**config.mk**
```make
export PLATFORM = sky130hd
export DESIGN_NAME = mult_share_arbiter
export DESIGN_NICKNAME = d
export VERILOG_FILES = /design/src/rtl/mult_share_arbiter.sv
export SDC_FILE = /design/constraint.sdc
export NUM_CORES = 1
export LEC_CHECK = 0
export ABC_CLOCK_PERIOD_IN_PS = 1800
export BUFFER_PORTS_ARGS = -buffer_cell sky130_fd_sc_hd__clkbuf_2
export CELL_PAD_IN_SITES_DETAIL_PLACEMENT = 0
export CELL_PAD_IN_SITES_GLOBAL_PLACEMENT = 2
export CORE_UTILIZATION = 25
export CTS_CLUSTER_DIAMETER = 80
export DETAILED_ROUTE_END_ITERATION = 16
export PLACE_DENSITY_LB_ADDON = 0.1
export SLEW_MARGIN = 5
export SYNTH_ARGS = -nofsm -noshare
export SYNTH_HDL_FRONTEND = slang
export SYNTH_SLANG_ARGS = --single-unit
```
**constraint.sdc**
```tcl
create_clock -name clk -period 1.8 [get_ports clk]
set_clock_uncertainty 0.1 [all_clocks]
set_input_delay 0.09 -clock clk [delete_from_list [all_inputs] [get_ports clk]]
set_output_delay 0.09 -clock clk [all_outputs]
set_load 0.005 [all_outputs]
```
**src/rtl/mult_share_arbiter.sv**
```systemverilog
`default_nettype none
// ============================================================================
// Module   : mult_share_arbiter
// Purpose  : Shares one sequential 8x8 multiplier between NUM_REQ requesters.
//            A round-robin arbiter picks one request and latches its operands.
//            It pulses the multiplier start, then waits for done (with a
//            timeout) and returns the 16-bit product to the winner.
// Ports    : clk, reset_a            clock / synchronous active-high reset
//            req, req_a, req_b       request levels and packed operands
//            ack, rsp_valid          one-hot single-cycle handshakes
//            rsp_product, rsp_error  result and timeout indication
//            busy                    high whenever the FSM is not idle
//            mul_data_a/b, mul_start, mul_done, mul_product
//                                    multiplier interface
// Revision : 1.0  initial release
// ============================================================================
module mult_share_arbiter #(
    parameter int NUM_REQ        = 4,
    parameter int TIMEOUT_CYCLES = 64
) (
    input  logic                   clk,
    input  logic                   reset_a,
    input  logic [NUM_REQ-1:0]     req,
    input  logic [8*NUM_REQ-1:0]   req_a,
    input  logic [8*NUM_REQ-1:0]   req_b,
    output logic [NUM_REQ-1:0]     ack,
    output logic [NUM_REQ-1:0]     rsp_valid,
    output logic [15:0]            rsp_product,
    output logic                   rsp_error,
    output logic                   busy,
    output logic [7:0]             mul_data_a,
    output logic [7:0]             mul_data_b,
    output logic                   mul_start,
    input  logic                   mul_done,
    input  logic [15:0]            mul_product
);

    localparam int IDX_W = (NUM_REQ > 1) ? $clog2(NUM_REQ) : 1;
    localparam int CNT_W = $clog2(TIMEOUT_CYCLES + 1);
    localparam logic [CNT_W-1:0] C_TIMEOUT = CNT_W'(TIMEOUT_CYCLES);

    typedef enum logic [1:0] {
        S_IDLE   = 2'd0,
        S_LAUNCH = 2'd1,
        S_WAIT   = 2'd2,
        S_RESP   = 2'd3
    } state_t;

    state_t           r_state;
    state_t           w_state_nxt;
    logic [IDX_W-1:0] r_last;
    logic [IDX_W-1:0] r_win;
    logic [7:0]       r_a;
    logic [7:0]       r_b;
    logic [15:0]      r_prod;
    logic             r_err;
    logic [CNT_W-1:0] r_cnt;

    logic             w_any;
    logic [IDX_W-1:0] w_pick;
    logic [7:0]       w_a;
    logic [7:0]       w_b;
    logic             w_timeout;

    // (base + off) mod NUM_REQ for off in 1..NUM_REQ; avoids a generic divider.
    function automatic logic [IDX_W-1:0] wrap_idx(input logic [IDX_W-1:0] base,
                                                  input int off);
        int s;
        s = int'(base) + off;
        if (s >= NUM_REQ) s = s - NUM_REQ;
        return IDX_W'(s);
    endfunction

    // Round-robin pick: walk the offsets from farthest to nearest so the
    // nearest set bit after r_last is the one left standing.
    always_comb begin
        w_any  = 1'b0;
        w_pick = '0;
        for (int i = NUM_REQ; i >= 1; i--) begin
            if (req[wrap_idx(r_last, i)]) begin
                w_any  = 1'b1;
                w_pick = wrap_idx(r_last, i);
            end
        end
    end

    // Operand mux for the picked requester.
    always_comb begin
        w_a = 8'd0;
        w_b = 8'd0;
        for (int i = 0; i < NUM_REQ; i++) begin
            if (w_pick == IDX_W'(i)) begin
                w_a = req_a[8*i +: 8];
                w_b = req_b[8*i +: 8];
            end
        end
    end

    // Done takes priority over the timeout when both land in the same cycle.
    assign w_timeout = !mul_done && (r_cnt == C_TIMEOUT);

    // State register
    always_ff @(posedge clk) begin
        if (reset_a) begin
            r_state <= S_IDLE;
        end else begin
            r_state <= w_state_nxt;
        end
    end

    // Next state and decoded outputs
    always_comb begin
        w_state_nxt = r_state;
        mul_start   = 1'b0;
        ack         = '0;
        rsp_valid   = '0;
        rsp_error   = 1'b0;
        case (r_state)
            S_IDLE: begin
                if (w_any) w_state_nxt = S_LAUNCH;
            end
            S_LAUNCH: begin
                mul_start   = 1'b1;
                ack[r_win]  = 1'b1;
                w_state_nxt = S_WAIT;
            end
            S_WAIT: begin
                if (mul_done || w_timeout) w_state_nxt = S_RESP;
            end
            S_RESP: begin
                rsp_valid[r_win] = 1'b1;
                rsp_error        = r_err;
                w_state_nxt      = S_IDLE;
            end
            default: w_state_nxt = S_IDLE;
        endcase
    end

    // Datapath: winner, operands, wait counter, result capture
    always_ff @(posedge clk) begin
        if (reset_a) begin
            r_last <= IDX_W'(NUM_REQ - 1);
            r_win  <= '0;
            r_a    <= 8'd0;
            r_b    <= 8'd0;
            r_prod <= 16'd0;
            r_err  <= 1'b0;
            r_cnt  <= '0;
        end else begin
            case (r_state)
                S_IDLE: begin
                    if (w_any) begin
                        r_win  <= w_pick;
                        r_last <= w_pick;
                        r_a    <= w_a;
                        r_b    <= w_b;
                        r_err  <= 1'b0;
                    end
                end
                S_LAUNCH: begin
                    // First WAIT cycle is counted as 1.
                    r_cnt <= CNT_W'(1);
                end
                S_WAIT: begin
                    if (mul_done) begin
                        r_prod <= mul_product;
                    end else if (w_timeout) begin
                        r_prod <= 16'd0;
                        r_err  <= 1'b1;
                    end else begin
                        r_cnt <= r_cnt + CNT_W'(1);
                    end
                end
                S_RESP: begin
                    r_err <= 1'b0;
                end
                default: ;
            endcase
        end
    end

    assign busy        = (r_state != S_IDLE);
    assign rsp_product = r_prod;
    assign mul_data_a  = r_a;
    assign mul_data_b  = r_b;

endmodule
`default_nettype wire
```
Word-level counts from Yosys, hierarchy flattened
Cells that the tools add are included.
{"block": "word_totals", "input_bits": 87, "reg_bits": 46, "elab_cells": 100, "out_inout_bits": 43}
{"block": "op_classes", "reduce_logical": 15, "mux": 46, "magnitude_cmp": 10, "n_addsub": 9, "n_eq_ne": 12}
{"cell": "two-way mux 8 bit", "n": 8}
{"cell": "two-way mux 16 bit", "n": 2}
{"cell": "two-way mux 2 bit", "n": 10}
{"cell": "< comparator 2 x 3 -> 1 bit, second input constant", "n": 5}
{"cell": "two-way mux 1 bit", "n": 14}
{"cell": "two-way mux 7 bit", "n": 2}
{"cell": "one-hot mux 7 bit (2 select lines)", "n": 1}
{"cell": "inequality test 2 bit, second input constant", "n": 5}
{"cell": ">= comparator 3 bit, second input constant", "n": 3}
{"cell": "binary-select mux 1 bit (select 2 bit)", "n": 4}
{"cell": "== test 2 bit, second input constant", "n": 4}
{"cell": "two-way mux 4 bit", "n": 2}
{"cell": "one-hot mux 2 bit (4 select lines)", "n": 1}
{"cell": "subtractor 2 x 1 -> 2 bit, second input constant", "n": 4}
{"cell": "adder 7 x 1 -> 7 bit, second input constant", "n": 1}
{"cell": "== test 7 bit, second input constant", "n": 1}
{"cell": "adder 2 x 2 -> 3 bit, second input constant", "n": 2}
{"cell": "AND reduction 2 bit", "n": 3}
{"cell": "nonzero test 2 bit", "n": 3}
{"cell": "adder 2 x 3 -> 4 bit, second input constant", "n": 1}
{"cell": "== test 2 x 1 -> 1 bit, second input constant", "n": 2}
{"cell": ">= comparator 4 x 3 -> 1 bit, second input constant", "n": 1}
{"cell": "logical NOT 2 bit", "n": 2}
{"cell": "AND reduction 4 bit", "n": 1}
{"cell": "9 further kinds", "n": 10}

Depth between registers and ports, before layout
{"block": "depth", "word_depth": 14, "mapped_depth": 8, "depth_no_buf": 7}

Worst setup path after synthesis
OpenSTA, ideal clock, no wires.
{"block": "synth_timing", "kind": "reg-to-reg", "from": "register r_state[0]", "to": "register r_prod[10], in the netlist rsp_product[10]", "setup_ns": 0.065, "stages_incl_launch_ff": 8, "required_ns": 1.635, "t_arrival_ns": 1.442, "synth_period_minus_slack_ns": 1.608, "slack_ns": 0.192, "path_buffers": 2, "path_cell_list": "dfxtp_1 > inv_1 > ha_1 > and2_1 > buf_1 > clkbuf_1 > a22oi_1 > nor2_1"}
{"block": "synth_between", "elab_chain_cells": 2}
{"element": "from (decl)", "line_no": "49", "text": "state_t r_state;"}
{"element": "from (signal assigned)", "line_no": "107", "text": "r_state <= w_state_nxt;"}
{"element": "== test 2 bit", "line_no": "150", "text": "case (r_state)"}
{"element": "AND reduction 2 bit (no source line)"}
{"element": "to (signal assigned)", "line_no": "166", "text": "r_prod <= mul_product;"}
{"element": "to (decl)", "line_no": "55", "text": "logic [15:0] r_prod;"}
No other way between the ends.
A chain may end at the register's enable or synchronous reset.

Worst setup path in the final report
{"block": "layout_timing", "from": "register r_cnt[1]", "to": "register r_cnt[1]"}
{"block": "layout_between", "elab_chain_cells": 4, "elab_cells_between_ends": 8, "classes_between": "add/sub (1); eq/ne (2); mux (3); reduce/logical (2)"}
{"element": "from (decl)", "line_no": "57", "text": "logic [CNT_W-1:0] r_cnt;"}
{"element": "from (signal assigned)", "line_no": "171", "text": "r_cnt <= r_cnt + CNT_W'(1);"}
{"element": "adder 7 x 1 -> 7 bit / == test 7 bit (equally long branches)", "line_no": "171, 100"}
{"element": "two-way mux 7 bit / logical AND 1 bit (equally long branches)", "line_no": "167, 100"}
{"element": "two-way mux 7 bit / inequality test 2 bit (equally long branches)"}
{"element": "one-hot mux 7 bit (2 select lines) / AND reduction 3 bit (equally long branches)"}
Several ways; a longest one is shown, not always the timed one. The select of a mux whose other input is x is not followed.

==> impl_metrics.json <==
{
  "place_hpwl_mm": 5.21,
  "synth_top_flop_cell": "sky130_fd_sc_hd__dfxtp_1",
  "share_comb_of_total_power_pct": 49.5,
  "clk_latency_ns": 0.31,
  "routabilityCongestion": 0.688,
  "netlist_top_cells_area": "sky130_fd_sc_hd__dfxtp_1 38%, sky130_fd_sc_hd__mux2i_1 13%, sky130_fd_sc_hd__o221ai_2 6.8%, sky130_fd_sc_hd__a22oi_1 5.2%, sky130_fd_sc_hd__nor2_1 5.1%",
  "total_negative_slack_for_setup_checks_ns": 0,
  "grt_start_max_net_pins": 28,
  "buffer_ports.inserted": 129,
  "routed_via_density": 4.42,
  "critical_path.startpoint_type": "register",
  "clockRootBuffer": "sky130_fd_sc_hd__clkbuf_8",
  "arrival_ns": 1.80,
  "power.share.switching_pct": 38.1,
  "clk_buf_depth": 2,
  "floorplan.initialDensity_pct": 26.1,
  "synthesis.nets": 347,
  "grt_use_total_pct": 14.3,
  "async_reset_ff_share_pct": 0,
  "cp_data_required_time_ns": 1.89,
  "grt_overflow_total": 0,
  "cap_violations": 0,
  "synth.yosys.seq_area_share_pct": 37.9,
  "insertedDiodeCount": 0,
  "run_status": "completed",
  "numPlacedInstances": 510,
  "pwr_dens_nw_per_um2": 1090,
  "ir_worst_vdd_mv": 0.396,
  "yosys.cell_types.count": 45,
  "cts_tree": "built",
  "clock_transition_at_the_registers_of_the_reported_paths_ns": 0.10,
  "class_of_the_tightest_hold_or_removal_check": "primary input to register",
  "final_antenna_net_count": 0,
  "clkPwrFrac_pct": 15.9,
  "post_route_cells_drive_above_1_share_pct": 43.4,
  "final_max_slew_viol_count": 0,
  "final-hold-violation-count": 0,
  "fp-row-count": 35,
  "cts-htree-levels": 2,
  "tightest_slew_ns": 0.605,
  "worstPathMaxFanout": 3,
  "fillerInstances": 936,
  "internal_power_mw": 2.65,
  "die-area_sq_um": 10100,
  "detailedRoute.firstIterationViolations": 33,
  "vias": 2491,
  "final_worst_path_period_need_ns": 1.70,
  "global_route_wire_length_before_repair_mm": 11.3,
  "count_of_flip_flops_with_a_built_in_enable_after_synthesis": 0,
  "power_frac_seq_pct": 34.7,
  "max_freq_ghz": 0.587,
  "layoutNonFillerInstCount": 564,
  "power_switching_mw": 1.64,
  "drt_drc_violations_left": 0,
  "synth-seq-cells": 46,
  "cellLeakagePower_nw": 1.81,
  "number_of_global_route_vias_before_repair": 2368,
  "setup_repair_after_global_routing_missed_its_margin": "false",
  "synth_top_cell_by_area": "sky130_fd_sc_hd__dfxtp_1",
  "boundary_pins": 130,
  "area_delta_synth_final_pct": 61.8,
  "worst_slew_margin_rel_pct": 59.6,
  "finalSetupViolations": 0,
  "setup.worst_path.end_class": "register",
  "wire_per_inst_microns": 13.0,
  "final_core_util_pct": 42.2,
  "first_pass_iters": 4,
  "synthesis.instances": 254,
  "core_area_sq_um": 9330,
  "totalPowerFinal_mw": 4.29,
  "count_of_nets_after_finishing": 527,
  "layout_worst_path_cycle_share_pct": 94.7,
  "synth.cell_area_sq_um": 2430,
  "dieWidth_microns": 101,
  "crit_type": "register to register",
  "tritoncts.num_buffers": 5,
  "post_synth.cell_area_avg_sq_um": 9.58,
  "netlist.area_leader.share_pct": 37.9,
  "clock-sinks": 46,
  "antenna_found_initial": 0,
  "height_of_the_die_microns": 101,
  "wl_mm": 7.30,
  "yosysWarnings": 0
}
## cell type report
cell class	count	area, sq um	share of cell area (%)
clock buffer	5	68.8	1.75
clock inverter	3	23.8	0.604
inverter	6	22.5	0.572
multi-input combinational	187	1480	37.5
sequential	46	923	23.5
tap	129	161	4.10
timing repair buffer	188	1260	32.0
## power by group through the flow
| stage | clock [mW] | sequential (mW) | combinational, mW |
|---|---|---|---|
| 2_1_floorplan | 0 | 1.48 | 1.21 |
| 3_3_place_gp | 0 | 1.50 | 1.96 |
| 3_5_place_dp | 0 | 1.50 | 1.95 |
| 4_1_cts | 0.720 | 1.48 | 2.03 |
| 5_1_grt | 0.753 | 1.53 | 2.32 |
| 6_report | 0.680 | 1.49 | 2.12 |
## critical path: stages, from the launching register on
cell and delay, ns:
sky130_fd_sc_hd__dfxtp_2 0.34, sky130_fd_sc_hd__inv_2 0.06, sky130_fd_sc_hd__ha_4 0.14, sky130_fd_sc_hd__nand2b_4 0.06, sky130_fd_sc_hd__buf_6 0.12, sky130_fd_sc_hd__o41a_1 0.41
sky130_fd_sc_hd__buf_6 0.15, sky130_fd_sc_hd__buf_4 0.12, sky130_fd_sc_hd__nand2_1 0.05, sky130_fd_sc_hd__a21oi_1 0.05
## Yosys cell counts (all sizes together) (4+ instances only)
library cell / instances
buf: 9
dfxtp: 46
o21ai: 4
clkbuf: 6
nor2: 35
a21oi: 4
o221ai: 16
a22oi: 17
nand2: 28
mux2i: 32
nand2b: 8
nand3: 4
ha: 6
inv: 6
## logic make-up (layout without fill, tap and decap cells)
logic type               Yosys count  after routing  share of synthesized area [%]
XOR/XNOR                           3              3                           1.08
buffers and inverters             21            202                           4.89
flip-flops                        46             46                           37.9
multiplexers                      32             32                           13.2
adder cells (fa/ha/maj)            6              6                           3.09
AND/OR/NAND/NOR                   94             94                           19.0
AO/OA/AOI/OAI                     52             52                           20.9
## layout by cell type (no fill, tap or decap), types with 2 or more instances in the layout
cell type,count
sky130_fd_sc_hd__nand4_1,3
sky130_fd_sc_hd__nand2b_1,5
sky130_fd_sc_hd__inv_2,3
sky130_fd_sc_hd__dlygate4sd3_1,44
sky130_fd_sc_hd__o221ai_1,5
sky130_fd_sc_hd__o21ai_1,2
sky130_fd_sc_hd__nor4_2,2
sky130_fd_sc_hd__buf_4,8
sky130_fd_sc_hd__ha_1,4
sky130_fd_sc_hd__dfxtp_1,44
sky130_fd_sc_hd__nor2b_1,3
sky130_fd_sc_hd__ha_4,2
sky130_fd_sc_hd__nand2_1,26
sky130_fd_sc_hd__clkbuf_8,5
sky130_fd_sc_hd__clkinvlp_4,2
sky130_fd_sc_hd__a22oi_1,17
sky130_fd_sc_hd__and3_1,3
sky130_fd_sc_hd__inv_1,3
sky130_fd_sc_hd__nand3_1,4
sky130_fd_sc_hd__xor2_1,2
sky130_fd_sc_hd__a21oi_1,3
sky130_fd_sc_hd__nand2b_4,2
sky130_fd_sc_hd__nor2_1,33
sky130_fd_sc_hd__o221ai_2,11
sky130_fd_sc_hd__buf_12,4
sky130_fd_sc_hd__mux2i_1,31
sky130_fd_sc_hd__nor3b_1,2
sky130_fd_sc_hd__and3b_1,2
sky130_fd_sc_hd__dfxtp_2,2
sky130_fd_sc_hd__clkbuf_2,129
sky130_fd_sc_hd__buf_6,3
## path summary, 6_finish.rpt
| kind | from | to | slack, ns | cells after the start |
|---|---|---|---|---|
| worst max-delay path | r_cnt[1] | r_cnt[1] | 0.1 | 9 |
| worst min-delay path | req_a[27] | mul_data_a[3] | 0.01 | 3 |
| worst max register to register | r_cnt[1] | r_cnt[1] | 0.1 | 9 |
| worst min register to register | mul_data_b[5] | mul_data_b[5] | 0.37 | 2 |
## routing by layer
| metal | vias up | GRT usage [%] | part of all wire, % |
|---|---|---|---|
| met2 | 79 | 24.3 | 49 |
| met1 | 1130 | 18.0 | 45 |
| li1 | 1280 | - | - |
| met3 | 2 | 3.47 | 5.5 |
| met4 | 0 | 4.01 | 0.49 |
| met5 | - | 0 | 0 |
## through the flow
stage	area, sq um	hold WS (ns)	setup WS [ns]
final	3940	0.00959	0.0955
after global routing	3940	0.00754	0.00719
after CTS	3820	0.000518	0.00543
after detailed placement	3290	0.246	0.0246
after global placement	3290	0.238	0.0194
after floorplan	2430	0.152	0.192
## registers in the layout (all words and copies together), names as in the netlist
signal,cells
r_state,2
r_last,2
rsp_product,16
r_cnt,7
mul_data_a,8
r_err,1
r_win,2
mul_data_b,8
## what timing repair did
item                       4_1_cts  5_1_grt
pin swaps                        0        4
resized for setup                0       23
setup buffers                    1        1
setup endpoints to repair        1       38
hold buffers                    43        1
hold endpoints to repair        28        1
(Power assumes the default switching activity.)
